`config.mk`:
```
export PLATFORM = sky130hd
export DESIGN_NAME = nn_upsampler_flat
export DESIGN_NICKNAME = d
export VERILOG_FILES = /design/src/rtl/nn_upsampler_pkg.sv /design/src/rtl/nn_upsampler_if.sv /design/src/rtl/upsample_linebuf.sv /design/src/rtl/nn_upsampler.sv /design/src/flat_wrapper.sv
export SDC_FILE = /design/constraint.sdc
export NUM_CORES = 1
export LEC_CHECK = 0
export CORE_ASPECT_RATIO = 1.4
export CORE_MARGIN = 2
export CORE_UTILIZATION = 45
export CTS_CLUSTER_SIZE = 8
export DETAILED_ROUTE_END_ITERATION = 12
export GPL_ROUTABILITY_DRIVEN = 0
export HOLD_SLACK_MARGIN = 0.06
export PLACE_DENSITY = 0.67
export SETUP_SLACK_MARGIN = 0.2
export SYNTH_ARGS = -nofsm -noshare
export SYNTH_HDL_FRONTEND = slang
export SYNTH_SLANG_ARGS = --single-unit
```
`constraint.sdc`:
```
create_clock -name clock -period 3.7 [get_ports clock]
set_input_delay 0.37 -clock clock [delete_from_list [all_inputs] [get_ports clock]]
set_output_delay 0.37 -clock clock [all_outputs]
set_load 0.005 [all_outputs]
```
`src/rtl/nn_upsampler_pkg.sv`:
```
// Shared types and helpers for the nn_upsampler stream block.
// clog2 is the common ceil-log2 used to size raster counters and RAM addresses.
package nn_upsampler_pkg;

  typedef enum logic {
    IDLE = 1'b0,
    RUN  = 1'b1
  } state_t;

  function automatic int clog2(input int value);
    int result;
    int rem;
    result = 0;
    rem    = value - 1;
    while (rem > 0) begin
      result = result + 1;
      rem    = rem >> 1;
    end
    return result;
  endfunction

endpackage

```
`src/rtl/nn_upsampler_if.sv`:
```
// Pooled-sample input stream and upsampled raster output of nn_upsampler.
// The master drives the pooled samples; the slave (the upsampler) drives the raster.
interface nn_upsampler_if
  import nn_upsampler_pkg::*;
#(
  parameter int W_WIDTH    = 10,
  parameter int W_HEIGHT   = 6,
  parameter int FIXED_BITW = 8,
  parameter int UNITS      = 2
);
  localparam int H_BITW = clog2(W_WIDTH);
  localparam int V_BITW = clog2(W_HEIGHT);
  localparam int PIX_W  = FIXED_BITW * UNITS;

  logic              in_enable;
  logic [PIX_W-1:0]  in_pixels;
  logic [V_BITW-2:0] in_vcnt;
  logic [H_BITW-2:0] in_hcnt;

  logic              out_enable;
  logic [PIX_W-1:0]  out_pixels;
  logic [V_BITW-1:0] out_vcnt;
  logic [H_BITW-1:0] out_hcnt;
  logic              sync_err;

  modport master (
    output in_enable, in_pixels, in_vcnt, in_hcnt,
    input  out_enable, out_pixels, out_vcnt, out_hcnt, sync_err
  );

  modport slave (
    input  in_enable, in_pixels, in_vcnt, in_hcnt,
    output out_enable, out_pixels, out_vcnt, out_hcnt, sync_err
  );

endinterface

```
`src/rtl/upsample_linebuf.sv`:
```
// Simple dual-port line buffer holding one half-res row of pooled samples.
// Registered read; a same-address read and write in one cycle returns the old word.
module upsample_linebuf
  import nn_upsampler_pkg::*;
#(
  parameter int DEPTH     = 4,
  parameter int BIT_WIDTH = 16,
  parameter int ADDR_W    = clog2(DEPTH)
) (
  input  logic                 clock,
  input  logic                 wr_en,
  input  logic [ADDR_W-1:0]    wr_addr,
  input  logic [BIT_WIDTH-1:0] wr_data,
  input  logic [ADDR_W-1:0]    rd_addr,
  output logic [BIT_WIDTH-1:0] rd_data
);

  logic [BIT_WIDTH-1:0] mem [DEPTH];

  always_ff @(posedge clock) begin
    if (wr_en) begin
      mem[wr_addr] <= wr_data;
    end
    rd_data <= mem[rd_addr];
  end

endmodule

```
`src/rtl/nn_upsampler.sv`:
```
// 2x2 nearest-neighbour upsampler: sparse pooled stream in, dense full-res raster out.
// Even rows replay the just-accepted sample; odd rows replay the line buffer.
module nn_upsampler
  import nn_upsampler_pkg::*;
#(
  parameter int WIDTH      = 8,
  parameter int HEIGHT     = 4,
  parameter int W_WIDTH    = 10,
  parameter int W_HEIGHT   = 6,
  parameter int FIXED_BITW = 8,
  parameter int UNITS      = 2
) (
  input logic           clock,
  input logic           n_rst,
  nn_upsampler_if.slave bus
);

  localparam int H_BITW = clog2(W_WIDTH);
  localparam int V_BITW = clog2(W_HEIGHT);
  localparam int PIX_W  = FIXED_BITW * UNITS;
  localparam int DEPTH  = WIDTH / 2;
  localparam int ADDR_W = clog2(DEPTH);

  localparam logic [H_BITW-1:0] X_LAST = H_BITW'(W_WIDTH - 1);
  localparam logic [V_BITW-1:0] Y_LAST = V_BITW'(W_HEIGHT - 1);
  localparam logic [H_BITW:0]   X_LIM  = (H_BITW + 1)'(WIDTH);
  localparam logic [V_BITW:0]   Y_LIM  = (V_BITW + 1)'(HEIGHT);

  state_t            state_reg, state_next;
  logic [V_BITW-1:0] oy_reg, y_next, adv_y;
  logic [H_BITW-1:0] ox_reg, x_next, adv_x, la_x;
  logic [PIX_W-1:0]  bypass_reg, out_pixels_reg, pix_next, rd_data;
  logic              out_enable_reg, en_next;
  logic              sync_err_reg, err_next;
  logic              accept, is_origin, aligned;
  logic [ADDR_W-1:0] rd_addr, wr_addr;

  always_comb begin
    if (ox_reg == X_LAST) begin
      adv_x = '0;
      adv_y = (oy_reg == Y_LAST) ? '0 : oy_reg + V_BITW'(1);
    end else begin
      adv_x = ox_reg + H_BITW'(1);
      adv_y = oy_reg;
    end
  end

  assign is_origin = bus.in_enable && (bus.in_vcnt == '0) && (bus.in_hcnt == '0);
  assign aligned   = ({bus.in_vcnt, 1'b0} == adv_y) && ({bus.in_hcnt, 1'b0} == adv_x);

  // A (0,0) sample is always a legal frame start, even when it arrives off-raster.
  always_comb begin
    state_next = state_reg;
    y_next     = adv_y;
    x_next     = adv_x;
    accept     = 1'b0;
    err_next   = 1'b0;
    if (state_reg == IDLE) begin
      y_next = oy_reg;
      x_next = ox_reg;
      if (is_origin) begin
        accept     = 1'b1;
        state_next = RUN;
        y_next     = '0;
        x_next     = '0;
      end
    end else if (bus.in_enable) begin
      if (aligned) begin
        accept = 1'b1;
      end else if (is_origin) begin
        accept = 1'b1;
        y_next = '0;
        x_next = '0;
      end else begin
        err_next   = 1'b1;
        state_next = IDLE;
        y_next     = oy_reg;
        x_next     = ox_reg;
      end
    end
  end

  // Read address looks one pixel ahead so RAM data lands as the odd-row pixel is due.
  assign la_x    = (x_next == X_LAST) ? '0 : x_next + H_BITW'(1);
  assign rd_addr = ADDR_W'(la_x >> 1);
  assign wr_addr = ADDR_W'(bus.in_hcnt);

  assign en_next  = (state_next == RUN) && ({1'b0, y_next} < Y_LIM) && ({1'b0, x_next} < X_LIM);
  assign pix_next = y_next[0] ? rd_data : (accept ? bus.in_pixels : bypass_reg);

  upsample_linebuf #(
    .DEPTH     (DEPTH),
    .BIT_WIDTH (PIX_W),
    .ADDR_W    (ADDR_W)
  ) u_linebuf (
    .clock   (clock),
    .wr_en   (accept),
    .wr_addr (wr_addr),
    .wr_data (bus.in_pixels),
    .rd_addr (rd_addr),
    .rd_data (rd_data)
  );

  always_ff @(posedge clock or negedge n_rst) begin
    if (!n_rst) begin
      state_reg      <= IDLE;
      oy_reg         <= '0;
      ox_reg         <= '0;
      bypass_reg     <= '0;
      out_enable_reg <= 1'b0;
      out_pixels_reg <= '0;
      sync_err_reg   <= 1'b0;
    end else begin
      state_reg      <= state_next;
      oy_reg         <= y_next;
      ox_reg         <= x_next;
      out_enable_reg <= en_next;
      sync_err_reg   <= err_next;
      if (accept) begin
        bypass_reg <= bus.in_pixels;
      end
      if (en_next) begin
        out_pixels_reg <= pix_next;
      end
    end
  end

  assign bus.out_enable = out_enable_reg;
  assign bus.out_pixels = out_pixels_reg;
  assign bus.out_vcnt   = oy_reg;
  assign bus.out_hcnt   = ox_reg;
  assign bus.sync_err   = sync_err_reg;

endmodule

```
`src/flat_wrapper.sv`:
```
// flat-port wrapper written by rule: the top's interface ports become plain ports
module nn_upsampler_flat import nn_upsampler_pkg::*;
#(
  parameter int WIDTH      = 8,
  parameter int HEIGHT     = 4,
  parameter int W_WIDTH    = 10,
  parameter int W_HEIGHT   = 6,
  parameter int FIXED_BITW = 8,
  parameter int UNITS      = 2
)
  (clock, n_rst, bus_in_enable, bus_in_pixels, bus_in_vcnt, bus_in_hcnt, bus_out_enable, bus_out_pixels, bus_out_vcnt, bus_out_hcnt, bus_sync_err);
  nn_upsampler_if #(.W_WIDTH(W_WIDTH), .W_HEIGHT(W_HEIGHT), .FIXED_BITW(FIXED_BITW), .UNITS(UNITS)) bus_i ();
  input logic clock;
  input logic n_rst;
  input wire logic [$bits(bus_i.in_enable)-1:0] bus_in_enable;
  input wire logic [$bits(bus_i.in_pixels)-1:0] bus_in_pixels;
  input wire logic [$bits(bus_i.in_vcnt)-1:0] bus_in_vcnt;
  input wire logic [$bits(bus_i.in_hcnt)-1:0] bus_in_hcnt;
  output wire logic [$bits(bus_i.out_enable)-1:0] bus_out_enable;
  output wire logic [$bits(bus_i.out_pixels)-1:0] bus_out_pixels;
  output wire logic [$bits(bus_i.out_vcnt)-1:0] bus_out_vcnt;
  output wire logic [$bits(bus_i.out_hcnt)-1:0] bus_out_hcnt;
  output wire logic [$bits(bus_i.sync_err)-1:0] bus_sync_err;
  assign bus_i.in_enable = bus_in_enable;
  assign bus_i.in_pixels = bus_in_pixels;
  assign bus_i.in_vcnt = bus_in_vcnt;
  assign bus_i.in_hcnt = bus_in_hcnt;
  assign bus_out_enable = bus_i.out_enable;
  assign bus_out_pixels = bus_i.out_pixels;
  assign bus_out_vcnt = bus_i.out_vcnt;
  assign bus_out_hcnt = bus_i.out_hcnt;
  assign bus_sync_err = bus_i.sync_err;
  nn_upsampler #(.WIDTH(WIDTH), .HEIGHT(HEIGHT), .W_WIDTH(W_WIDTH), .W_HEIGHT(W_HEIGHT), .FIXED_BITW(FIXED_BITW), .UNITS(UNITS)) u_core (.clock(clock), .n_rst(n_rst), .bus(bus_i));
endmodule
```
==> metrics.md <==
| Metric | Value |
|---|---|
| Count of inserted antenna diode cells | `0` |
| Drt via density | `6.07` |
| Synthesis Warnings | `0` |
| Overall overflow remaining after global route | `0` |
| Delay of the slowest cell on the worst path | `0.67 ns` |
| Number of antenna violations at the first check in global routing | `0` |
| DRC violations left | `0` |
| Worst setup path startpoint | `u_core.bus.out_hcnt[3]` |
| Number of enable-type register cells in the synthesized netlist | `64` |
| Crit path buffers/inverters | `0` |
| DR pass1 iterations | `5` |
| Most used cells in the layout excluding fill and tap cells | `sky130_fd_sc_hd__edfxtp_1 (64), sky130_fd_sc_hd__mux2i_1 (49), sky130_fd_sc_hd__clkdlybuf4s50_1 (47), sky130_fd_sc_hd__dfrtp_1 (42), sky130_fd_sc_hd__nor3_1 (34)` |
| Fraction of registers with async set/reset | `34.4%` |
| Number of distinct library cell variants in the gate-level netlist after synthesis | `50` |
| Worst clock skew | `0.00652 ns` |
| P per Cell Area | `585 mW/mm2` |
| Total standard cell area after synthesis | `0.00566 mm2` |
| Total of hold buffers inserted after clock tree synthesis | `0` |
| Worst Path Arrival | `3.57 ns` |
| Post-synthesis sequential element count | `122` |
| Max reg flops | `64` |
| Detail Route Antenna Nets | `0` |
| Total setup violations reported at the end of the flow | `0` |
| Die Span X | `98.8 um` |
| Cells after Synth | `443` |
| # Max-Cap Violations | `0` |
| Kind of end point of the critical path | `register` |
| Slack of the worst reg-to-reg path | `0.41 ns` |
| Worst setup path class | `register to register` |
| Post-layout power | `0.00405 W` |
| Reg-to-Reg End | `u_core.u_linebuf.rd_data[3]` |
| Worst setup path endpoint | `u_core.u_linebuf.rd_data[3]` |
| Required time of the critical path | `3.98 ns` |
| Clock-pin slew of the registers on the worst-case setup and hold paths | `0.05 ns` |
| Number of ports placed on the die boundary | `49` |
| Launch instance of the worst register-to-register path | `u_core.bus.out_hcnt[3]` |
| Detailed Route WL | `13.5 mm` |
| Area of the core | `0.0123 mm2` |
| Placed wire-length estimate | `8.36 mm` |
| First-pass GRT wire length | `21.2 mm` |
| Maximum vdd drop | `0.000448 V` |
| Later-pin clock latency in the skew report | `0.41 ns` |
| Total leakage power | `2.52 nW` |
| FP Rows | `48` |
| Setup Buffers After CTS | `0` |
| Total Nets Final | `523` |
| Overall track demand over capacity in global routing | `20.6%` |
| Average size of a mapped cell | `12.8 um2` |
| Fin Setup TNS | `0 ns` |
| Critical Path, Cell by Cell | `xnor3_1 -> a31o_1 -> o22ai_1 -> a21o_1 -> o221a_2 -> and3_1 -> nor3_1 -> nor4_1` |
| Maximum clock path buffer count | `2` |
| Result of the run | `finished clean` |
| Final hold violations | `0` |
| CP delay by family, top | `simple AND/OR/NAND/NOR gates` |
| Unrepaired setup endpoints after global routing | `false` |
| Die Y-Extent | `137 um` |
| Number of CTS-inserted buffers | `17` |
| Most common library cell in the layout ignoring fill and taps | `sky130_fd_sc_hd__edfxtp_1` |
| Number of buffers added on ports | `48` |
| CTS tree | `done` |
| Full die area | `0.0135 mm2` |
| Via count of the first global-routing pass | `4034` |
| CP startpoint kind | `register` |
| Clock tree root buffer cell | `sky130_fd_sc_hd__clkbuf_16` |
| Starting density of the core | `46.0%` |
| Syn nets | `467` |
| Pins over their slew limit | `0` |
| Maximum level of the CTS H-tree | `4` |
| Pin count of the biggest net entering global routing | `43` |
| Max transition margin | `31.0%` |
| Transition time of the tightest slew-check pin | `1.04 ns` |
| Initial DRC Count | `292` |
| Largest reg by FF count | `u_core.u_linebuf.mem` |
| Clock sink count | `122` |
| CP max stage cell | `sky130_fd_sc_hd__and3_1` |
| Cell count along the critical path | `8` |
| Count of instances resized after the clock tree is built | `0` |
| Clock period minus worst slack | `3.29 ns` |
| Hold/Removal Path Class | `input pin to asynchronous set/reset pin` |
| Worst Path Max Fanout | `16` |
| Share of synthesized area occupied by flip-flops and latches | `58.2%` |
| Final worst path period share | `89.0%` |
| Dominant synthesized flop cell | `sky130_fd_sc_hd__edfxtp_1` |
| Worst r2r path cells | `8` |
| Layout fillers | `992` |
| Max Freq | `304 MHz` |
| Per-cell routed wire length | `20.4 um` |
| Layout cell share with drive strength beyond 1 | `18.2%` |
| Area Growth Syn to Fin | `22.5%` |
| Number of vias in the routed layout | `4017` |
[per-stage QoR]
step	hold slack, ns	utilization [%]	setup WS, ns	instance area [um2]	std cells
floorplan	0.0744	-	0.139	5660	443
global placement	0.463	51.5	0.155	6340	630
detailed placement	0.472	51.5	-0.0287	6340	630
CTS	0.186	56.3	0.371	6930	662
global route	0.233	56.3	0.236	6930	662
finish	0.148	56.3	0.406	6930	662
[metal layers]
layer,part of all wire [%],vias up,GRT usage (%)
met3,5.2,33,4.29
met1,40,1998,23.9
met2,52,160,35.6
li1,-,1826,-
met5,0,-,0
met4,3.1,0,11.0
[report_power, final]
group	internal [W]	total (W)	switching [W]
registers	0.00160	0.00168	0.0000827
logic	0.000361	0.000764	0.000403
clock network	0.00105	0.00161	0.000561
[synthesized netlist by cell type (7+ instances only)]
master,n,area (um2)
sky130_fd_sc_hd__a211oi_1,18,135
sky130_fd_sc_hd__a22o_1,17,149
sky130_fd_sc_hd__and4_1,16,140
sky130_fd_sc_hd__buf_2,7,35.0
sky130_fd_sc_hd__clkbuf_1,16,60.1
sky130_fd_sc_hd__dfrtp_1,42,1050
sky130_fd_sc_hd__dfxtp_1,16,320
sky130_fd_sc_hd__edfxtp_1,64,1920
sky130_fd_sc_hd__inv_1,7,26.3
sky130_fd_sc_hd__mux2_2,18,203
sky130_fd_sc_hd__mux2i_1,49,490
sky130_fd_sc_hd__nand2_1,27,101
sky130_fd_sc_hd__nor2_1,9,33.8
sky130_fd_sc_hd__nor3_1,36,180
sky130_fd_sc_hd__nor4_1,8,50.1
sky130_fd_sc_hd__nor4_2,9,113
sky130_fd_sc_hd__o21ai_0,21,105
[worst register-to-register path, delay by kind of cell (launching register included)]
family | cells | cell delay, ns
flops | 1 | 0.54
simple gates | 3 | 1.10
compound gates | 4 | 1.06
xor+xnor | 1 | 0.47
[final cells by class]
| cell class | instances | area (um2) | area share [%] |
|---|---|---|---|
| clock inverter | 4 | 23.8 | 0.343 |
| sequential | 122 | 3290 | 47.5 |
| timing repair buffer | 69 | 658 | 9.49 |
| inverter | 7 | 26.3 | 0.379 |
| tap | 150 | 188 | 2.71 |
| multi-input combinational | 282 | 2170 | 31.3 |
| clock buffer | 28 | 571 | 8.23 |
[how the worst min path moves through the flow]
stage | startpoint | end | depth (start not counted)
final | n_rst | u_core.bus.out_pixels[2] | 1
after global routing | n_rst | u_core.bus.out_pixels[1] | 1
after CTS | n_rst | u_core.bus.out_pixels[2] | 1
after detailed placement | u_core.bus.out_pixels[5] | u_core.bus.out_pixels[5] | 2
after global placement | u_core.bus.out_pixels[1] | u_core.bus.out_pixels[1] | 2
after floorplan | n_rst | u_core.bus.out_enable | 0
[logic make-up after synthesis]
logic type | synth area share, %
flops | 58.2
xor+xnor | 1.02
mux | 12.5
buf+inv | 3.98
simple gates | 14.2
compound gates | 10.1
Note: power is estimated with default switching activity, not from simulation.
==> edit: new RTL, same flow settings <==
`oy_reg` no longer has a reset.
--- a/src/rtl/nn_upsampler.sv
+++ b/src/rtl/nn_upsampler.sv
@@ -106,3 +106,2 @@
       state_reg      <= IDLE;
-      oy_reg         <= '0;
       ox_reg         <= '0;
@@ -114,3 +113,2 @@
       state_reg      <= state_next;
-      oy_reg         <= y_next;
       ox_reg         <= x_next;
@@ -127,2 +125,6 @@
 
+  always_ff @(posedge clock) begin
+    oy_reg <= y_next;
+  end
+
   assign bus.out_enable = out_enable_reg;
Function: same outputs for any inputs over 10 cycles, from zero or initial values and one cycle with n_rst low; that may be too few to reach the edited logic, so the function may still have changed.
==> edit against the unedited design <==
Count of clock-buffer cells in the layout shrank 11. Routed wire length shrank 1.5%. Combinational power is essentially flat. Design area grew 0.96%. Total power grew 5.5%. Sequential cell count is the same. Clock power grew 14%. Final cell count grew 0.30%. Worst setup slack gained 150 ps. Area after synthesis shrank 0.27%. Maximum frequency grew 4.8%. Largest power group is now the clock network. Highest routed layer unchanged.
==> edit: results (changes against the unedited design) <==
[logic_synthesis]
async_flop_share_pct=32.0  ; -2.5 points
synthTopCellsByArea=edfxtp_1 34%, dfrtp_1 17%, mux2i_1 8.7%
ys_seq_area_share_pct=58.1  ; -0.11 points
synth_common_cells=64 x edfxtp_1, 49 x mux2i_1, 39 x dfrtp_1
syn-num-nets=467  ; unchanged
synth_flop_cell=edfxtp_1
synth_cell_types=50  ; unchanged
synth_edf_count=64  ; unchanged
ys.warnings.count=0  ; unchanged

[drt]
wl_per_cell_um=20.0  ; -1.8%
vias_per_cell=5.96  ; -1.7%
drtIter0Drc=202  ; -31%
first_pass_iters=4  ; -1

[timing]
layout_setup_ws_ps=556  ; +150 ps
worst_pin_slew_ps=965  ; -70.2 ps
fin_skew_ps=5.16  ; -1.36 ps

[global_route]
grt_pass1_wl_mm=21.3  ; +0.68%
grt_max_degree=40  ; -7.0%
grt_pass1_vias=4073  ; +0.97%
grtUsageTotal_pct=20.7  ; +0.098 points
antenna_found_initial=0  ; unchanged

[final_layout]
n_fill_cell=978  ; -1.4%
nets=526  ; +0.57%
largest_reg_flops=64  ; unchanged
regMostFlops=u_core.u_linebuf.mem
antenna_cells=0  ; unchanged
drive_gt1_share_pct=18.7  ; +0.51 points

[critical_path]
crit_start=u_core.bus.out_hcnt[3]
r2r_start=u_core.bus.out_hcnt[3]
crit_arrival_ps=3430  ; -140 ps
reg2reg_depth=8  ; unchanged
reg2reg_to=u_core.u_linebuf.rd_data[5]
worst-setup-path-type=reg2reg
critPathMaxFanout=16  ; unchanged

[clocking]
cts_htree_levels=4  ; unchanged
clk_latency_ps=410  ; about the same
numCtsBuffers=17  ; unchanged
cts_setup_buffers=0  ; unchanged
root_buffer=clkbuf_16
clk_pin_slew_ps=50  ; about the same
clockBufferDepth=2  ; unchanged
cts_resized=0  ; unchanged

[place]
dp_slack_ps=292  ; +321 ps
io_buffers=48  ; unchanged
dp_hpwl_mm=8.39  ; +0.31%

[pwr]
p_leak_nw=2.53  ; +0.48%
ir_worst_vdd_mv=0.369  ; -18%

[status]
status=finished clean

[worst_hold_path]
min_path_type=in2async

[job]
drv_cap=0  ; unchanged

-- edit: critical path: stages (launching register included) --
cell	delay (ps)
dfrtp_1	510
xnor3_1	450
a31o_1	220
o22ai_1	340
o21ai_1	220
a311o_1	440
and3_1	430
nor3_1	350
nor4_2	60
-- edit: cells by family (layout without fill, tap and decap cells) --
group	Yosys count	in the layout	synth area share, %
compound gates	80	80	10.2
xor+xnor	5	5	1.02
buf+inv	39	110	3.99
flops	122	122	58.1
mux	68	68	12.5
simple gates	129	129	14.2
-- edit: per-stage QoR --
stage | hold WS, ps | cells | util (%) | cell area, um2 | power, mW
global route | 194 | 664 | 56.8 | 7000 | 4.45
CTS | 149 | 664 | 56.8 | 7000 | 4.30
global placement | 463 | 633 | 51.5 | 6340 | 2.44
finish | 120 | 664 | 56.8 | 7000 | 4.28
floorplan | 74.4 | 443 | - | 5650 | 2.15
detailed placement | 474 | 633 | 51.5 | 6340 | 2.47
-- edit: worst min-delay path by stage --
stage / start / depth (start not counted) / to
finish: n_rst / 1 / u_core.bypass_reg[9]
global route: n_rst / 1 / u_core.bypass_reg[9]
CTS: n_rst / 1 / u_core.bus.out_pixels[9]
detailed placement: u_core.bus.out_pixels[7] / 2 / u_core.bus.out_pixels[7]
global placement: u_core.bus.out_pixels[1] / 2 / u_core.bus.out_pixels[1]
floorplan: n_rst / 0 / u_core.bus.out_enable
-- edit: final cells by class --
class / count / area, um2 / share of cell area [%]
inverters: 7 / 26.3 / 0.375
flip-flops and latches: 122 / 3280 / 46.8
well taps: 150 / 188 / 2.68
multi-input cells: 282 / 2170 / 31.0
clock inverters: 14 / 228 / 3.25
repair buffers: 72 / 681 / 9.73
clock buffers: 17 / 425 / 6.08
-- edit: routing by layer --
metal / vias to the layer above / GRT usage [%] / routed length, um
met2: 115 / 37.2 / 7220
met3: 12 / 3.98 / 548
met4: 0 / 8.22 / 181
met1: 1999 / 24.4 / 5320
met5: - / 0 / 0
li1: 1833 / - / -
-- edit: where the power goes --
group	internal [mW]	leakage, nW	switching [mW]
logic	0.370	0.984	0.392
clock network	1.25	0.307	0.581
registers	1.60	1.24	0.0861
